<file path="config.mk">
export PLATFORM = sky130hd
export DESIGN_NAME = stepper_pos_tracker
export DESIGN_NICKNAME = d
export VERILOG_FILES = /design/src/rtl/stepper_pos_tracker.sv
export SDC_FILE = /design/constraint.sdc
export NUM_CORES = 1
export LEC_CHECK = 0
export ABC_AREA = 1
export BUFFER_PORTS_ARGS = -buffer_cell sky130_fd_sc_hd__buf_2
export CORE_UTILIZATION = 55
export DETAILED_ROUTE_END_ITERATION = 6
export PLACE_DENSITY = 0.8
export SLEW_MARGIN = 20
export SYNTH_ARGS = -nofsm -noshare
export SYNTH_HDL_FRONTEND = slang
export SYNTH_SLANG_ARGS = --single-unit
</file>
<file path="constraint.sdc">
create_clock -name clk -period 3 [get_ports clk]
set_input_delay 0.6 -clock clk [delete_from_list [all_inputs] [get_ports clk]]
set_output_delay 0.6 -clock clk [all_outputs]
set_load 0.1 [all_outputs]
</file>
<file path="src/rtl/stepper_pos_tracker.sv">
// stepper_pos_tracker: rebuilds signed X/Y head position from step/dir/n_en taps, flags wraps and pulses to disabled drivers.
// Latency 0 clk (2 more with STEPPER_POS_TRACKER_SYNC_EN); no backpressure, every rising step edge is taken.
module stepper_pos_tracker #(
  parameter int POS_BITS   = 16,
  parameter int MULT_X     = 1,
  parameter int MULT_Y     = 1,
  parameter int IDLE_TICKS = 8
) (
  input  logic                clk,
  input  logic                reset,
  input  logic                clk_en,
  input  logic                in_x,
  input  logic                dir_x,
  input  logic                n_en_x,
  input  logic                in_y,
  input  logic                dir_y,
  input  logic                n_en_y,
  input  logic                load,
  input  logic [POS_BITS-1:0] load_x,
  input  logic [POS_BITS-1:0] load_y,
  input  logic                clear,
  output logic [POS_BITS-1:0] pos_x,
  output logic [POS_BITS-1:0] pos_y,
  output logic                busy,
  output logic                move_done,
  output logic                ovf_x,
  output logic                ovf_y,
  output logic                fault_x,
  output logic                fault_y
);

  localparam int PX_W = (MULT_X > 1) ? $clog2(MULT_X) : 1;
  localparam int PY_W = (MULT_Y > 1) ? $clog2(MULT_Y) : 1;
  localparam int IC_W = $clog2(IDLE_TICKS + 1);
  localparam logic [PX_W-1:0] PX_LAST = PX_W'(MULT_X - 1);
  localparam logic [PY_W-1:0] PY_LAST = PY_W'(MULT_Y - 1);
  localparam logic [IC_W-1:0] IC_LAST = IC_W'(IDLE_TICKS - 1);
  localparam logic [POS_BITS-1:0] POS_MAX = {1'b0, {(POS_BITS-1){1'b1}}};
  localparam logic [POS_BITS-1:0] POS_MIN = {1'b1, {(POS_BITS-1){1'b0}}};

  typedef enum logic {S_IDLE, S_MOVING} state_t;

  logic [5:0] drv_raw, drv;
  assign drv_raw = {n_en_y, dir_y, in_y, n_en_x, dir_x, in_x};

`ifdef STEPPER_POS_TRACKER_SYNC_EN
  logic [5:0] sync1_q, sync2_q;
  // Left unreset so a level already present on the pins propagates during reset.
  always_ff @(posedge clk) begin
    sync1_q <= drv_raw;
    sync2_q <= sync1_q;
  end
  assign drv = sync2_q;
`else
  assign drv = drv_raw;
`endif

  logic in_x_s, dir_x_s, n_en_x_s, in_y_s, dir_y_s, n_en_y_s;
  assign {n_en_y_s, dir_y_s, in_y_s, n_en_x_s, dir_x_s, in_x_s} = drv;

  logic [1:0]          in_prev_q, in_prev_d, dir_prev_q, dir_prev_d;
  logic [PX_W-1:0]     ps_x_q, ps_x_d;
  logic [PY_W-1:0]     ps_y_q, ps_y_d;
  logic [POS_BITS-1:0] pos_x_q, pos_x_d, pos_y_q, pos_y_d;
  logic                ovf_x_q, ovf_x_d, ovf_y_q, ovf_y_d;
  logic                fault_x_q, fault_x_d, fault_y_q, fault_y_d;
  logic                move_done_q, move_done_d;
  state_t              state_q, state_d;
  logic [IC_W-1:0]     idle_cnt_q, idle_cnt_d;
  logic                edge_x, edge_y;
  logic                ovf_set_x, ovf_set_y, fault_set_x, fault_set_y;

  assign edge_x = in_x_s & ~in_prev_q[0];
  assign edge_y = in_y_s & ~in_prev_q[1];

  always_comb begin
    in_prev_d   = {in_y_s, in_x_s};
    dir_prev_d  = {dir_y_s, dir_x_s};
    ps_x_d      = ps_x_q;
    ps_y_d      = ps_y_q;
    pos_x_d     = pos_x_q;
    pos_y_d     = pos_y_q;
    ovf_set_x   = 1'b0;
    ovf_set_y   = 1'b0;
    fault_set_x = 1'b0;
    fault_set_y = 1'b0;

    // A direction change restarts the prescaler before any edge in this cycle is counted.
    if (dir_x_s != dir_prev_q[0]) ps_x_d = '0;
    if (dir_y_s != dir_prev_q[1]) ps_y_d = '0;

    if (edge_x) begin
      fault_set_x = n_en_x_s;
      if (ps_x_d == PX_LAST) begin
        ps_x_d = '0;
        if (dir_x_s) begin
          ovf_set_x = (pos_x_q == POS_MAX);
          pos_x_d   = pos_x_q + POS_BITS'(1);
        end else begin
          ovf_set_x = (pos_x_q == POS_MIN);
          pos_x_d   = pos_x_q - POS_BITS'(1);
        end
      end else begin
        ps_x_d = ps_x_d + PX_W'(1);
      end
    end

    if (edge_y) begin
      fault_set_y = n_en_y_s;
      if (ps_y_d == PY_LAST) begin
        ps_y_d = '0;
        if (dir_y_s) begin
          ovf_set_y = (pos_y_q == POS_MAX);
          pos_y_d   = pos_y_q + POS_BITS'(1);
        end else begin
          ovf_set_y = (pos_y_q == POS_MIN);
          pos_y_d   = pos_y_q - POS_BITS'(1);
        end
      end else begin
        ps_y_d = ps_y_d + PY_W'(1);
      end
    end

    if (load) begin
      pos_x_d     = load_x;
      pos_y_d     = load_y;
      ps_x_d      = '0;
      ps_y_d      = '0;
      ovf_set_x   = 1'b0;
      ovf_set_y   = 1'b0;
      fault_set_x = 1'b0;
      fault_set_y = 1'b0;
    end

    ovf_x_d   = (ovf_x_q   & ~clear) | ovf_set_x;
    ovf_y_d   = (ovf_y_q   & ~clear) | ovf_set_y;
    fault_x_d = (fault_x_q & ~clear) | fault_set_x;
    fault_y_d = (fault_y_q & ~clear) | fault_set_y;

    state_d     = state_q;
    idle_cnt_d  = idle_cnt_q;
    move_done_d = 1'b0;
    case (state_q)
      S_IDLE: begin
        if (edge_x || edge_y) begin
          state_d    = S_MOVING;
          idle_cnt_d = '0;
        end
      end
      S_MOVING: begin
        if (edge_x || edge_y) begin
          idle_cnt_d = '0;
        end else if (clk_en) begin
          if (idle_cnt_q == IC_LAST) begin
            state_d     = S_IDLE;
            idle_cnt_d  = '0;
            move_done_d = 1'b1;
          end else begin
            idle_cnt_d = idle_cnt_q + IC_W'(1);
          end
        end
      end
      default: state_d = S_IDLE;
    endcase
  end

  always_ff @(posedge clk) begin
    // Edge history follows the inputs through reset: a level held across release is not an edge.
    in_prev_q  <= in_prev_d;
    dir_prev_q <= dir_prev_d;
    if (reset) begin
      ps_x_q      <= '0;
      ps_y_q      <= '0;
      pos_x_q     <= '0;
      pos_y_q     <= '0;
      ovf_x_q     <= 1'b0;
      ovf_y_q     <= 1'b0;
      fault_x_q   <= 1'b0;
      fault_y_q   <= 1'b0;
      move_done_q <= 1'b0;
      state_q     <= S_IDLE;
      idle_cnt_q  <= '0;
    end else begin
      ps_x_q      <= ps_x_d;
      ps_y_q      <= ps_y_d;
      pos_x_q     <= pos_x_d;
      pos_y_q     <= pos_y_d;
      ovf_x_q     <= ovf_x_d;
      ovf_y_q     <= ovf_y_d;
      fault_x_q   <= fault_x_d;
      fault_y_q   <= fault_y_d;
      move_done_q <= move_done_d;
      state_q     <= state_d;
      idle_cnt_q  <= idle_cnt_d;
    end
  end

  assign pos_x     = pos_x_q;
  assign pos_y     = pos_y_q;
  assign busy      = (state_q == S_MOVING);
  assign move_done = move_done_q;
  assign ovf_x     = ovf_x_q;
  assign ovf_y     = ovf_y_q;
  assign fault_x   = fault_x_q;
  assign fault_y   = fault_y_q;

endmodule

</file>
## Word-level counts from Yosys, hierarchy flattened

Cells that the tools add are included.

| storage, ports and cells | value |
|---|---|
| register bits after elaboration | 48 |
| latch bits | 0 |
| memory bits (writable) | 0 |
| memory bits (read-only) | 0 |
| output and inout bits | 38 |
| logic and storage cells | 91 |
| memories | 0 |

| operators by class | value |
|---|---|
| add/sub/neg operators | 7 |
| multiply operators | 0 |
| divide/modulo/power cells | 0 |
| order comparisons | 0 |
| equal/unequal tests | 11 |
| shift-type cells | 0 |
| muxes and demuxes | 37 |
| bitwise logic cells | 15 |
| reductions and logical operators | 8 |

Operator list:

| cell | count |
|---|---|
| 2-to-1 mux 16 bit | 8 |
| adder 16 x 1 -> 16 bit (second input constant) | 2 |
| == test 16 x 15 -> 1 bit (second input constant) | 2 |
| == test 16 bit (second input constant) | 2 |
| subtractor 16 x 1 -> 16 bit (second input constant) | 2 |
| 2-to-1 mux 1 bit | 23 |
| 2-to-1 mux 4 bit | 4 |
| case mux 4 bit (2 select lines) | 1 |
| bitwise AND 1 bit | 6 |
| inequality test 2 bit (second input constant) | 3 |
| AND reduction 2 bit | 3 |
| NOT 1 bit | 5 |
| adder 4 x 1 -> 4 bit (second input constant) | 1 |
| == test 4 x 3 -> 1 bit (second input constant) | 1 |
| OR 1 bit | 4 |
| nonzero test 2 bit | 2 |
| OR reduction 4 bit | 1 |
| inequality test 3 x 2 -> 1 bit (second input constant) | 1 |
| adder 1 bit (second input constant) | 2 |
| inequality test 1 bit | 2 |
| case mux 1 bit (2 select lines) | 1 |
| OR reduction 2 bit | 1 |
| logical OR 1 bit | 1 |

## Longest topological paths before layout

| logic depth | value |
|---|---|
| depth in word-level cells | 6 |
| gate-level depth with buffers | 12 |
| mapped depth without buffers | 12 |

## Worst setup path after synthesis

No wires, ideal clock.

| path | value |
|---|---|
| path type | reg2reg |
| start point | reg pos_y_q[0], in the netlist pos_y[0] |
| end point | reg pos_y_q[14], in the netlist pos_y[14] |
| arrival time | 2.336 ns |
| path slack | 0.544 ns |
| stages on the path, launching flop included | 11 |
| period minus slack after synthesis | 2.456 ns |
| cells stage by stage | dfxtp_1 -> inv_1 -> fa_1 -> o21ai_2 -> nand2_1 -> nand2_2 -> nand3_2 -> nand3_1 -> nand2_1 -> nor2_1 -> nor2_1 |

| on the way | value |
|---|---|
| word-level cells in the longest chain between the ends | 5 |

Ends and longest elaborated chain:

| item | line | RTL |
|---|---|---|
| start, declared | 64 | `logic [POS_BITS-1:0] pos_x_q, pos_x_d, pos_y_q, pos_y_d;` |
| start signal, assigned | 187 | `pos_y_q <= pos_y_d;` |
| subtractor 16 x 1 -> 16 bit / adder 16 x 1 -> 16 bit (equally long branches) | 117, 114 |  |
| 2-to-1 mux 16 bit * | 112 | `if (dir_y_s) begin` |
| 2-to-1 mux 16 bit * | 110 | `if (ps_y_d == PY_LAST) begin` |
| 2-to-1 mux 16 bit * | 108 | `if (edge_y) begin` |
| 2-to-1 mux 16 bit * | 124 | `if (load) begin` |

Every way passes the cells marked *; elsewhere a longest branch is shown, timed or not. The select of a mux whose other input is x is not followed.
A chain may end at the register's enable or synchronous reset.

## Worst setup path after layout

| path | value |
|---|---|
| start point | in dir_x |
| end point | reg pos_x_q[13], in the netlist pos_x[13] |

| on the way | value |
|---|---|
| word-level cells in the longest chain between the ends | 4 |

Ends and longest elaborated chain:

| item | line | RTL |
|---|---|---|
| start, declared | 13 | `input logic dir_x,` |
| inequality test 1 bit / 2-to-1 mux 16 bit (equally long branches) | 89, 96 |  |
| 2-to-1 mux 1 bit / 2-to-1 mux 16 bit (equally long branches) | 89, 94 |  |
| inequality test 2 bit (no source line) / 2-to-1 mux 16 bit (equally long branches) | n/a |  |
| AND reduction 2 bit (no source line) / 2-to-1 mux 16 bit (equally long branches) | n/a |  |
| end signal, assigned | 186 | `pos_x_q <= pos_x_d;` |
| end, declared | 64 |  |

Parallel ways exist; a longest one is shown, timed or not. The select of a mux whose other input is x is not followed.

==> metrics <==
outcome complete, no violations; ANT nets after route 0; routed vias 4177; die area 0.00745 mm^2; antenna violations before repair 0; top-count cell post-synth nand2_1; max_cap viols 0; IO Count 81; clk slew on worst S/H paths 0.09 ns; CP Max Fanout 16; CP Capture Point pos_x[13]; Startpoint Class primary input; min cycle time layout approximately 2.1 ns; Syn Area/Cell a little over 6 um^2; Synth Warn # 0; postcts setup bufs 0; async set-reset flop share out of synthesis 0%; Worst slew margin 66.8%; Setup TNS Final 0 ns; placed cell count 793; WL/cell 12.6 um; Area Growth Syn to Fin 14.6%; FILL cells 671; prevailing post-synth register cell dfxtp_1; Post-CTS Hold Fix Bufs 0; Avg Vias per Cell 5.21; layout cells sized above 1 ~17%; top cells by area, synth dfxtp_1 (25%), nand2_1 (18%), inv_1 (9.3%); Initial DRT Pass Iterations 6; CTS tree done; leading area contributor after synthesis dfxtp_1; Synth Net Count 701; R2R Setup Slk 0.99 ns; H-tree levels 2; final hold violations 0; Inserted Clock Buffers 5; GP Congestion 0.914; Clock Latency Late Sink 0.31 ns; unrepaired setup endpoints after global routing false; Die X about 86 um; # port buffers 80; Place WS between 0.5 and 0.6 ns; VDD IR-drop max around 0.00030 V; Max Clk Rate 0.472 GHz; fin crit share 70.7%; final count of pins violating max slew 0; Initial DRC Count 202; Worst Tran Pin Value 0.502 ns; register area share after synthesis 24.6%; crit path DAT 2.29 ns; Gate Count Post-Synth 627; DP HPWL about 7900 um; largest net degree at the start of global routing 30; power per cell area just under 500 mW/mm^2; final WL 10100 um; first-pass GRT wire length 17000 um; RR Endpoint pos_y[14]; fin cells 801; Clock Skew 0.0154 ns; top-area cell type share of the netlist area about a quarter; WS Path Type in -> reg; grt ovf 0; DIE HEIGHT 86.3 um; r2r worst-path depth 10; final setup violation count 0; Critical R2R Launch pos_y[0]; HP Class in -> reg; CTS root buf clkbuf_8; row count 30; CP required 3.18 ns; # DRC 0; Yosys reg bits between 40 and 50; Critical Path Start dir_x; vias in the first global route ~3800; Initial Utilization 57.2%; Post-synth top cells nand2_1 (191), inv_1 (97), nor2_1 (56); Core ar. between 0.006 and 0.007 mm^2; CTS Buffer Depth 2; Synth Cell Area 0.00391 mm^2; CP endpoint kind flip-flop; global router's overall resource usage between 20% and 30%; clk sinks 48; Netlist cell types 43; diode count 0; setup ws final 0.880 ns; Leakage 0.00247 uW; Resized cells post-CTS 0; EDFF count, synth 0; fin nets roughly 780
## worst max-delay path, stage by stage
cell and delay [ns]:
buf_2 0.15, inv_2 0.28, ha_1 0.34, or2_1 0.26, nand3_1 0.10, nand2_1 0.13
nand2_1 0.13, nand2_1 0.07, nand2_1 0.07, nand3_1 0.06, nand2_1 0.06, a21oi_1 0.05
## state kept, by name, summed over array words and instances, names as in the netlist
name and cells:
pos_x 16, fault_y 1, busy 1, ps_x_q 1, ovf_x 1, ovf_y 1, ps_y_q 1, move_done 1
pos_y 16, idle_cnt_q 4, dir_prev_q 2, fault_x 1, in_prev_q 2
## logic make-up (layout without fill, tap and decap cells)
logic type,after synthesis,count (layout),synth area share [%]
buffers and inverters,116,194,12.2
adder cells (fa/ha/maj),31,31,10.3
flip-flops,48,48,24.6
XOR/XNOR,15,15,3.36
AND/OR/NAND/NOR,327,327,35.9
AO/OA/AOI/OAI,90,90,13.6
## metal layers
| layer | share of wire [%] | track usage [%] | vias to the layer above |
|---|---|---|---|
| met5 | 0 | 0 | - |
| met4 | 0.69 | 5.76 | 0 |
| met3 | 5.9 | 3.90 | 6 |
| met2 | 47 | 48.6 | 138 |
| met1 | 46 | 37.4 | 1883 |
| li1 | - | - | 2150 |
## layout make-up
class,count,area [um^2],share of cell area (%)
multi-input combinational,463,2470,55.1
sequential,48,961,21.5
clock buffer,5,68.8,1.54
clock inverter,3,46.3,1.03
tap,96,120,2.68
timing repair buffer,82,415,9.27
inverter,104,398,8.88
## placed cells by master (no fill, tap or decap), types with 2 or more instances in the layout
| cell type | synthesis | layout |
|---|---|---|
| a211oi_1 | 2 | 2 |
| a21oi_1 | 53 | 53 |
| a22o_1 | 3 | 3 |
| a22oi_1 | 2 | 2 |
| a31oi_2 | 3 | 3 |
| buf_2 | 3 | 80 |
| buf_4 | 0 | 2 |
| clkbuf_8 | 0 | 5 |
| dfxtp_1 | 48 | 48 |
| fa_1 | 2 | 2 |
| ha_1 | 29 | 29 |
| inv_1 | 97 | 97 |
| inv_2 | 5 | 5 |
| inv_6 | 1 | 2 |
| nand2_1 | 191 | 191 |
| nand2_2 | 12 | 12 |
| nand2_4 | 2 | 2 |
| nand3_1 | 38 | 38 |
| nand3_2 | 2 | 2 |
| nand3b_1 | 2 | 2 |
| nand4_1 | 5 | 5 |
| nor2_1 | 56 | 56 |
| nor3_1 | 11 | 11 |
| o21ai_0 | 14 | 14 |
| o21bai_1 | 4 | 4 |
| o221ai_1 | 4 | 4 |
| or2_1 | 2 | 2 |
| xnor2_1 | 4 | 4 |
| xor2_1 | 11 | 11 |
## power by group
part           total [uW]  switching, uW  internal [uW]
registers             722           41.2            681
clock network         492            241            252
logic                 936            688            248
## worst min-delay path by stage
stage | from | end | slack [ns] | cells after the start
detailed placement | fault_y | fault_y | 0.46 | 2
floorplan | idle_cnt_q[2] | idle_cnt_q[2] | 0.44 | 1
finish | in_y | in_prev_q[1] | 0.41 | 1
CTS | in_y | in_prev_q[1] | 0.40 | 1
global route | in_x | in_prev_q[0] | 0.39 | 1
global placement | fault_y | fault_y | 0.45 | 2
## metrics by stage
step | hold slack (ns) | power (uW) | util (%) | instance area (um^2)
floorplan | 0.435 | 1480 | - | 3910
global placement | 0.453 | 1650 | 63.9 | 4360
detailed placement | 0.463 | 1660 | 63.9 | 4360
CTS | 0.405 | 2150 | 65.6 | 4480
global route | 0.394 | 2280 | 65.6 | 4480
finish | 0.412 | 2150 | 65.6 | 4480
(Power assumes the default switching activity.)
